[src/rtl/register_file_sb_pkg.sv]
// Shared CPU register-file constants and helpers.
//   REG_ADDR_WIDTH / DATA_WIDTH : default architectural register geometry
//   REG_ZERO                    : hard-wired zero register index
//   idx_to_onehot               : register index -> one-hot select vector
//                                 (also used by the forwarding unit)
package register_file_sb_pkg;

  localparam int REG_ADDR_WIDTH = 5;
  localparam int DATA_WIDTH     = 32;
  localparam logic [REG_ADDR_WIDTH-1:0] REG_ZERO = '0;

  function automatic logic [(2**REG_ADDR_WIDTH)-1:0] idx_to_onehot(
    input logic [REG_ADDR_WIDTH-1:0] idx
  );
    idx_to_onehot      = '0;
    idx_to_onehot[idx] = 1'b1;
  endfunction

endpackage

[src/rtl/register_file_sb_scoreboard.sv]
// Busy scoreboard for in-flight long-latency results.
//   clk, rst      : clock, synchronous active-high reset
//   rsv_addr      : issue-stage reservation index (0 = none)
//   wr1_addr      : long-latency writeback index, clears busy (0 = none)
//   lookup_addr   : packed per-read-port indices
//   lookup_busy   : per-port busy flag, masked by a completing wr1
//   any_busy      : registered, at least one busy bit set
//   busy_count    : registered count of busy registers
module regfile_scoreboard
  import register_file_sb_pkg::*;
#(
  parameter int ADDR_WIDTH = REG_ADDR_WIDTH,
  parameter int NUM_READ   = 2
) (
  input  logic                             clk,
  input  logic                             rst,
  input  logic [ADDR_WIDTH-1:0]            rsv_addr,
  input  logic [ADDR_WIDTH-1:0]            wr1_addr,
  input  logic [NUM_READ*ADDR_WIDTH-1:0]   lookup_addr,
  output logic [NUM_READ-1:0]              lookup_busy,
  output logic                             any_busy,
  output logic [ADDR_WIDTH:0]              busy_count
);

  localparam int NREGS = 2**ADDR_WIDTH;
  localparam logic [ADDR_WIDTH-1:0] ZERO_IDX = ADDR_WIDTH'(REG_ZERO);

  logic [NREGS-1:0]      busy;
  logic [NREGS-1:0]      busy_next;
  logic [NREGS-1:0]      rsv_hot;
  logic [NREGS-1:0]      clr_hot;
  logic                  do_rsv;
  logic                  do_clr;
  logic                  cnt_inc;
  logic                  cnt_dec;
  logic [ADDR_WIDTH-1:0] look_idx;

  assign do_rsv = (rsv_addr != ZERO_IDX);
  assign do_clr = (wr1_addr != ZERO_IDX);

  always_comb begin
    rsv_hot = do_rsv ? NREGS'(idx_to_onehot(REG_ADDR_WIDTH'(rsv_addr))) : '0;
    clr_hot = do_clr ? NREGS'(idx_to_onehot(REG_ADDR_WIDTH'(wr1_addr))) : '0;
    // Set after clear so a same-index reserve/complete leaves the bit set.
    busy_next    = (busy & ~clr_hot) | rsv_hot;
    busy_next[0] = 1'b0;
    cnt_inc = do_rsv && !busy[rsv_addr];
    // A clear on the index being reserved this cycle is absorbed by the reserve.
    cnt_dec = do_clr && busy[wr1_addr] && (wr1_addr != rsv_addr);
  end

  always_ff @(posedge clk) begin
    if (rst) begin
      busy       <= '0;
      busy_count <= '0;
      any_busy   <= 1'b0;
    end else begin
      busy       <= busy_next;
      busy_count <= busy_count + (ADDR_WIDTH+1)'(cnt_inc) - (ADDR_WIDTH+1)'(cnt_dec);
      any_busy   <= (busy_next != '0);
    end
  end

  always_comb begin
    lookup_busy = '0;
    look_idx    = '0;
    for (int unsigned k = 0; k < NUM_READ; k++) begin
      look_idx       = lookup_addr[k*ADDR_WIDTH +: ADDR_WIDTH];
      lookup_busy[k] = busy[look_idx] && (wr1_addr != look_idx);
    end
  end

endmodule

[src/rtl/register_file_sb.sv]
// General-purpose register file with two write ports, write-to-read bypass
// and a busy scoreboard for long-latency results.
//   clk, rst            : clock, synchronous active-high reset
//   read_addr/read_data : packed multi-port combinational reads
//   read_busy           : per-port "value not yet valid" flag
//   wr0_addr/wr0_data   : fast (ALU) writeback, 0 = no write
//   wr1_addr/wr1_data   : long-latency writeback, clears busy, 0 = no write
//   rsv_addr            : reservation of a destination, 0 = none
//   any_busy/busy_count : registered scoreboard summary
//   debug_out           : stored value of register DEBUG_REG, no bypass
module register_file_sb
  import register_file_sb_pkg::*;
#(
  parameter int DATA_WIDTH = register_file_sb_pkg::DATA_WIDTH,
  parameter int ADDR_WIDTH = REG_ADDR_WIDTH,
  parameter int NUM_READ   = 2,
  parameter int DEBUG_REG  = 1
) (
  input  logic                            clk,
  input  logic                            rst,
  input  logic [NUM_READ*ADDR_WIDTH-1:0]  read_addr,
  output logic [NUM_READ*DATA_WIDTH-1:0]  read_data,
  output logic [NUM_READ-1:0]             read_busy,
  input  logic [ADDR_WIDTH-1:0]           wr0_addr,
  input  logic [DATA_WIDTH-1:0]           wr0_data,
  input  logic [ADDR_WIDTH-1:0]           wr1_addr,
  input  logic [DATA_WIDTH-1:0]           wr1_data,
  input  logic [ADDR_WIDTH-1:0]           rsv_addr,
  output logic                            any_busy,
  output logic [ADDR_WIDTH:0]             busy_count,
  output logic [DATA_WIDTH-1:0]           debug_out
);

  localparam int NREGS = 2**ADDR_WIDTH;
  localparam logic [ADDR_WIDTH-1:0] ZERO_IDX = ADDR_WIDTH'(REG_ZERO);

  logic [DATA_WIDTH-1:0] mem [NREGS];
  logic [ADDR_WIDTH-1:0] rd_idx;

  always_ff @(posedge clk) begin
    if (rst) begin
      for (int unsigned i = 0; i < NREGS; i++) begin
        mem[i] <= '0;
      end
    end else begin
      // wr0 is applied last so it owns the final value on an index collision.
      if (wr1_addr != ZERO_IDX) mem[wr1_addr] <= wr1_data;
      if (wr0_addr != ZERO_IDX) mem[wr0_addr] <= wr0_data;
    end
  end

  always_comb begin
    read_data = '0;
    rd_idx    = '0;
    for (int unsigned k = 0; k < NUM_READ; k++) begin
      rd_idx = read_addr[k*ADDR_WIDTH +: ADDR_WIDTH];
      if (rd_idx == ZERO_IDX)
        read_data[k*DATA_WIDTH +: DATA_WIDTH] = '0;
      else if (wr0_addr == rd_idx)
        read_data[k*DATA_WIDTH +: DATA_WIDTH] = wr0_data;
      else if (wr1_addr == rd_idx)
        read_data[k*DATA_WIDTH +: DATA_WIDTH] = wr1_data;
      else
        read_data[k*DATA_WIDTH +: DATA_WIDTH] = mem[rd_idx];
    end
  end

  assign debug_out = mem[DEBUG_REG];

  regfile_scoreboard #(
    .ADDR_WIDTH (ADDR_WIDTH),
    .NUM_READ   (NUM_READ)
  ) u_scoreboard (
    .clk         (clk),
    .rst         (rst),
    .rsv_addr    (rsv_addr),
    .wr1_addr    (wr1_addr),
    .lookup_addr (read_addr),
    .lookup_busy (read_busy),
    .any_busy    (any_busy),
    .busy_count  (busy_count)
  );

endmodule

[config.mk]
export PLATFORM = sky130hd
export DESIGN_NAME = register_file_sb
export DESIGN_NICKNAME = d
export VERILOG_FILES = /design/src/rtl/register_file_sb_pkg.sv /design/src/rtl/register_file_sb_scoreboard.sv /design/src/rtl/register_file_sb.sv
export SDC_FILE = /design/constraint.sdc
export NUM_CORES = 2
export LEC_CHECK = 0
export CORE_MARGIN = 2
export CORE_UTILIZATION = 56
export DETAILED_ROUTE_END_ITERATION = 8
export MAX_ROUTING_LAYER = met4
export PLACE_DENSITY = 0.77
export RECOVER_POWER = 25
export SLEW_MARGIN = 20
export SYNTH_ARGS = -nofsm -noshare
export SYNTH_HDL_FRONTEND = slang
export SYNTH_SLANG_ARGS = --single-unit
export TNS_END_PERCENT = 10
[constraint.sdc]
create_clock -name clk -period 5.1 [get_ports clk]
set_clock_uncertainty 0.05 [all_clocks]
set_input_delay 1.02 -clock clk [delete_from_list [all_inputs] [get_ports clk]]
set_output_delay 1.02 -clock clk [all_outputs]
set_load 0.1 [all_outputs]
Word-level counts from Yosys, hierarchy flattened

Memories as Yosys holds them, arrays and structs flattened.
Cells that the tools add are included.

Register bits: 39
RAM bits: 1024
Output and inout bits: 105
Word-level logic and storage cells: 73
Memories kept: 1

$add $sub $neg: 2
Order comparisons: 6
Equality and inequality tests: 7
Muxes and demuxes: 34
Bitwise operators: 3
Reduce and logical (&&, ||, !) cells: 16

Memory list:

| name | words | width | read ports | clocked after memory_dff | wr ports | line                   | RTL |
|---|---|---|---|---|---|---|---|
| mem  | 32    | 32    | 3          | 0                        | 32       | register_file_sb.sv:37 | `logic [DATA_WIDTH-1:0] mem [NREGS];` |

Operators with widths:

| operator           | number |
|---|---|
| $mux 32            | 10 |
| $reduce_or 32->1   | 2 |
| $and 32x32->32     | 1 |
| $not 32->32        | 1 |
| $or 32x32->32      | 1 |
| $reduce_bool 32->1 | 1 |
| $lt 5x6->1 const B | 4 |
| $bmux 1 s5         | 4 |
| $eq 5x5->1         | 4 |
| $mux 1             | 16 |
| $ne 5x5->1         | 3 |
| $reduce_bool 5->1  | 3 |
| $demux 1 s5        | 2 |
| $ge 5x1->1 const B | 2 |
| $logic_not 5->1    | 2 |
| $mux 5             | 2 |
| $logic_and 1x1->1  | 7 |
| $add 6x1->6        | 1 |
| $sub 6x1->6        | 1 |
| $logic_not 1->1    | 1 |

Longest topological paths before layout

Word-level depth: 9
Gate-level depth with buffers: 17
Mapped depth without buffers: 15

By module

Synthesis repeated with hierarchy kept, for this count alone.

Cell total of the unflattened synthesis: 4438
Area total of the unflattened synthesis: 62543.7 um^2

Modules (own cells, without submodules):

| module             | times used | cells an instance | area an instance (um^2) |
|---|---|---|---|
| register_file_sb   | 1          | 4080              | 59354.4 |
| regfile_scoreboard | 1          | 358               | 3189.3 |

Worst setup path before layout

Ideal clock, no wire load.

Kind: input -> output
Start point: input port read_addr[1]
End point: output port read_data[19]
Arrival time: 4.749 ns
Data required time: 4.030 ns
Path slack: -0.719 ns
Stages on the path: 9
Path through: buf_4 -> or3b_2 -> buf_2 -> clkbuf_1 -> buf_1 -> o22ai_1 -> a211o_1 -> a21oi_1 -> o32ai_1

Cells in the longest elaborated chain, start to end: 4
Elaborated cells between the ends (all ways): 7
Classes of those cells: eq/ne (2); mux (3); reduce/logical (1); memory (1)

RTL lines:

| what                                               | line                   | RTL |
|---|---|---|
| from (decl)                                        | register_file_sb.sv:21 | `input logic [NUM_READ*ADDR_WIDTH-1:0] read_addr,` |
| $mem_v2 32x32 / $eq 5x5->1 (equally long branches) | --                     |  |
| $mux 32                                            | register_file_sb.sv:61 | `else if (wr1_addr == rd_idx)` |
| $mux 32                                            | register_file_sb.sv:59 | `else if (wr0_addr == rd_idx)` |
| $mux 32 *                                          | register_file_sb.sv:57 | `if (rd_idx == ZERO_IDX)` |
| to (decl)                                          | register_file_sb.sv:22 | `output logic [NUM_READ*DATA_WIDTH-1:0] read_data,` |

Mark *: on every way between the ends. The rest lies on a longest branch, timed or not.

==> summary.md <==
| Metric | Value |
|---|---|
| Run status | finished with violations |
| Failing checks | max-capacitance violations, max-slew violations, negative setup slack |
| Post-synthesis compound-gate area fraction | about 19% |
| Synth area leader | edfxtp_1 |
| Yosys warnings | 0 |
| Total global-route track usage | 46.8% |
| Routed WL per cell | 44.2 um |
| Worst path top cell family by delay | buffers and inverters |
| Xor/xnor cell area share of the yosys netlist | 0.419% |
| WL final | ~270000 um |
| H-tree Lvls | 3 |
| # hold bufs at CTS | 0 |
| Gate power share | 22.2% |
| Via density | 8.55 |
| RSZ-0062 raised after global routing | no |
| Setup CP Type | in -> reg |
| Total CTS buffers | 110 |
| Mapped cell area | 62700 um2 |
| Mean Syn Cell Area | 14.2 um2 |
| Clk buf depth | 3 |
| Most used cell, CP | clkbuf_1 |
| Least-Margin Pin Slew | 2100 ps |
| Relative max-transition margin | -40.2% |
| Slew Viols, Final | about 220 |
| Leakage | 24.7 nW |
| Synth async-reset ratio | 0% |
| Crit. End Element | flip-flop |
| Cells after Synth | 4412 |
| Number of routed nets with antenna violations | 0 |
| Rows | 122 |
| Initial Utilization | 56.6% |
| Switching Share | 30.7% |
| CTS tree | built |
| Worst Setup Start Kind | input port |
| Design Power | between 20 and 25 mW |
| Internal power | 16.5 mW |
| Post-route cell area | 71600 um2 |
| I/O pins | a little under 200 |
| Max VDD drop | 0.261 mV |
| #FFs+latches synth | ~1100 |
| Worst Path Required | between 5000 and 6000 ps |
| DRT iter0 DRCs | 11000 |
| Die Height | around 340 um |
| Critical Path Slowest Stage Cell | clkbuf_1 |
| Clk sink count | 1062 |
| Largest net degree at the start of global routing | a little over 60 |
| Nets | 4511 |
| Flop pwr share | between 40 and 50% |
| Fmax achieved | around 190 MHz |
| Seq/Total Area, Yosys | between 50% and 60% |
| Post-synthesis adder-cell area fraction | 0.152% |
| Clk pwr share | 33.6% |
| Endpoints failing setup | 88 |
| Skew-Pair Late Insertion Delay | 700 ps |
| Min cycle time layout | 5290 ps |
| GPL Wtd Cong | roughly 1.0 |
| Net Switching | 7.32 mW |
| Final Hold Viols | 0 |
| Die area | 115000 um2 |
| Layout cells sized above 1 | 28.3% |
| Placed Area | around 68000 um2 |
| First-pass GRT wire length | 368000 um |
| Die Width | between 300 and 400 um |
| Root Buffer | clkbuf_16 |
| Clk slew on worst S/H paths | 60 ps |
| Number of synthesized flops with an enable pin | 1024 |
| Worst Path Arrival | around 5600 ps |
| Final worst slack | -194 ps |
| Max stage delay on crit path | 1470 ps |
| CP bufs+invs | 3 |
| Initial antenna violation count | 10 |
| Synth Flop Type | edfxtp_1 |
| P&R area growth vs syn | 14.2% |
| Core ar. | between 100000 and 150000 um2 |
| Final period util | 104% |
| Post-route DRC violation count | 0 |
| P per Cell Area | 332 nW/um2 |
| Leading cell types by total area after synthesis | edfxtp_1, mux4_2, a22o_1 |
| Largest family of logic cells by synthesized area | multiplexers |
| Number of distinct library cells after synthesis | 62 |
| Simple-gate share of the synthesized area | 2.72% |
| Vias in the first global route | 49500 |
| Proportion of netlist area held by the largest area contributor | between 40% and 50% |
| Max cap viols | 9 |
| Placed cells | 5789 |
| 1st-pass router iterations | 9 |
| Post-Layout Cell Count | 6007 |
| Post-synthesis mux area share | 22.2% |
| Placed wire-length estimate after detailed placement | 164000 um |
| CP Max Fanout | 32 |
| Grt ovf | 0 |
| Vias | between 50000 and 60000 |
| Worst hold path class | reg -> reg |
| I/O Buffers | a little under 200 |
| Critical path, cell by cell | clkbuf_1, clkbuf_1, or3_1, clkbuf_2 |
==> metrics by stage <==
step                hold WS (ps)  util (%)  worst slack (ps)  setup TNS (ps)
floorplan                    440         -              -682          -23290
global placement             501      61.7              -184            -222
detailed placement           512      61.7              -350           -1430
CTS                          519      64.9              7.07               0
global route                 567      64.6              3.33               0
finish                       542      64.6              -194          -10890
==> power groups by stage <==
stage	Combinational [mW]	Clock, mW	Sequential (mW)
floorplan	2.96	0	10.8
finish	5.28	8.00	10.5
CTS	5.10	7.90	10.5
global placement	5.04	0	10.6
global route	5.31	8.20	10.6
detailed placement	5.08	0	10.7
==> final timing paths <==
| check | start | end | slack, ps | cells past startpoint |
|---|---|---|---|---|
| setup / recovery | rst | mem[30][29]$_DFFE_PP_ | -190 | 4 |
| hold / removal | u_scoreboard.busy[3]$_SDFF_PP0_ | u_scoreboard.busy[3]$_SDFF_PP0_ | 540 | 2 |
| setup reg to reg | u_scoreboard.busy[22]$_SDFF_PP0_ | u_scoreboard.busy_count[4]$_SDFF_PP0_ | 1760 | 14 |
| hold reg to reg | u_scoreboard.busy[3]$_SDFF_PP0_ | u_scoreboard.busy[3]$_SDFF_PP0_ | 540 | 2 |
==> flip-flops by register name, indices dropped and copies added (netlist names) <==
register and flops:
u_scoreboard.any_busy 1, u_scoreboard.busy_count 6, u_scoreboard.busy 31, mem 1024
==> cells by family (layout without fill, tap and decap cells) <==
group / count (synthesis) / after routing
and+or+nand+nor: 332 / 332
buffers and inverters: 743 / 801
AOI/OAI and AO/OA: 1471 / 1471
xor gates and xnor gates: 30 / 30
other: 1 / 50
adders and majority gates: 7 / 7
DFF: 1062 / 1062
muxes: 766 / 766
==> synthesized netlist by cell type, drive strengths merged (4+ instances only) <==
| master | number |
|---|---|
| xnor2 | 20 |
| nand2b | 13 |
| or3b | 10 |
| nand3b | 8 |
| a221o | 8 |
| o22ai | 54 |
| a221oi | 25 |
| ha | 6 |
| nor4 | 5 |
| o21ai | 40 |
| mux2 | 92 |
| edfxtp | 1024 |
| dfxtp | 38 |
| or2 | 6 |
| a21o | 8 |
| mux2i | 183 |
| a22o | 999 |
| a21oi | 92 |
| nor2 | 92 |
| a211oi | 14 |
| nor3b | 7 |
| a211o | 34 |
| a2bb2oi | 10 |
| and3 | 11 |
| xor2 | 10 |
| nand3 | 12 |
| buf | 226 |
| nand2 | 60 |
| a31oi | 6 |
| o221ai | 49 |
| clkbuf | 492 |
| o21bai | 4 |
| mux4 | 491 |
| a22oi | 60 |
| o32ai | 39 |
| inv | 25 |
| or3 | 26 |
| o211ai | 16 |
| nor2b | 25 |
| nor3 | 47 |
==> layout by cell type, fill, tap and decap left out, types with 17 or more instances in the layout <==
cell             synthesis  routed
nor2_1                  92      69
o221ai_1                49      49
o32ai_1                 39      35
mux2i_1                183     183
a21oi_1                 92      92
dfxtp_1                 38      38
a211o_1                 34      34
nand2_1                 59      59
nor3_2                   4      25
buf_12                   0     112
mux4_2                 491     491
o21ai_0                 40      35
clkdlybuf4s50_1          0     115
clkbuf_1               492      31
a22oi_1                 60      60
mux2_2                  92      92
inv_1                   25      25
diode_2                  0      18
clkbuf_2                 0      18
buf_4                   22     308
clkinv_2                 0      17
a22o_1                 999     999
conb_1                   1      32
o22ai_1                 54      54
nor2_4                   0      22
or3_1                   26      17
a221oi_1                25      25
nor2b_1                 25      22
xnor2_1                 20      20
clkbuf_16                0     112
clkinv_1                 0      26
edfxtp_1              1024    1024
==> worst reg2reg max path, stage by stage (launching register included) <==
cell      delay, ps
dfxtp_1         400
mux4_2          490
a22oi_1         190
o211ai_1        140
nor4_1          210
a211oi_1        160
ha_1            340
inv_1            40
ha_1            200
fa_1            440
a21oi_1         150
nor2_1           50
nor2_1          110
xor2_1          150
nor2_1           50
==> what timing repair did <==
item | in CTS | in global routing
pin swaps | 0 | 1
setup endpoints to repair | 30 | 17
resized for setup | 2 | 3
setup buffers | 0 | 0
==> cell type report <==
cell class	count	area, um2
multi-input cells	2638	28700
well taps	1488	1860
clock inverters	69	568
clock buffers	131	2880
flip-flops and latches	1062	31500
inverters	25	93.8
fillers	7755	39200
repair buffers	576	5960
diodes	18	45.0
==> metal layers <==
metal  global-route usage (%)  wire (um)  vias up
met3                     22.8      52900     1874
met2                     62.4     107000     6241
met5                        -          0        -
met4                     34.8      27100        0
met1                     54.5      78600    24700
li1                         -          -    18500
Note: power is estimated with default switching activity, not from simulation.
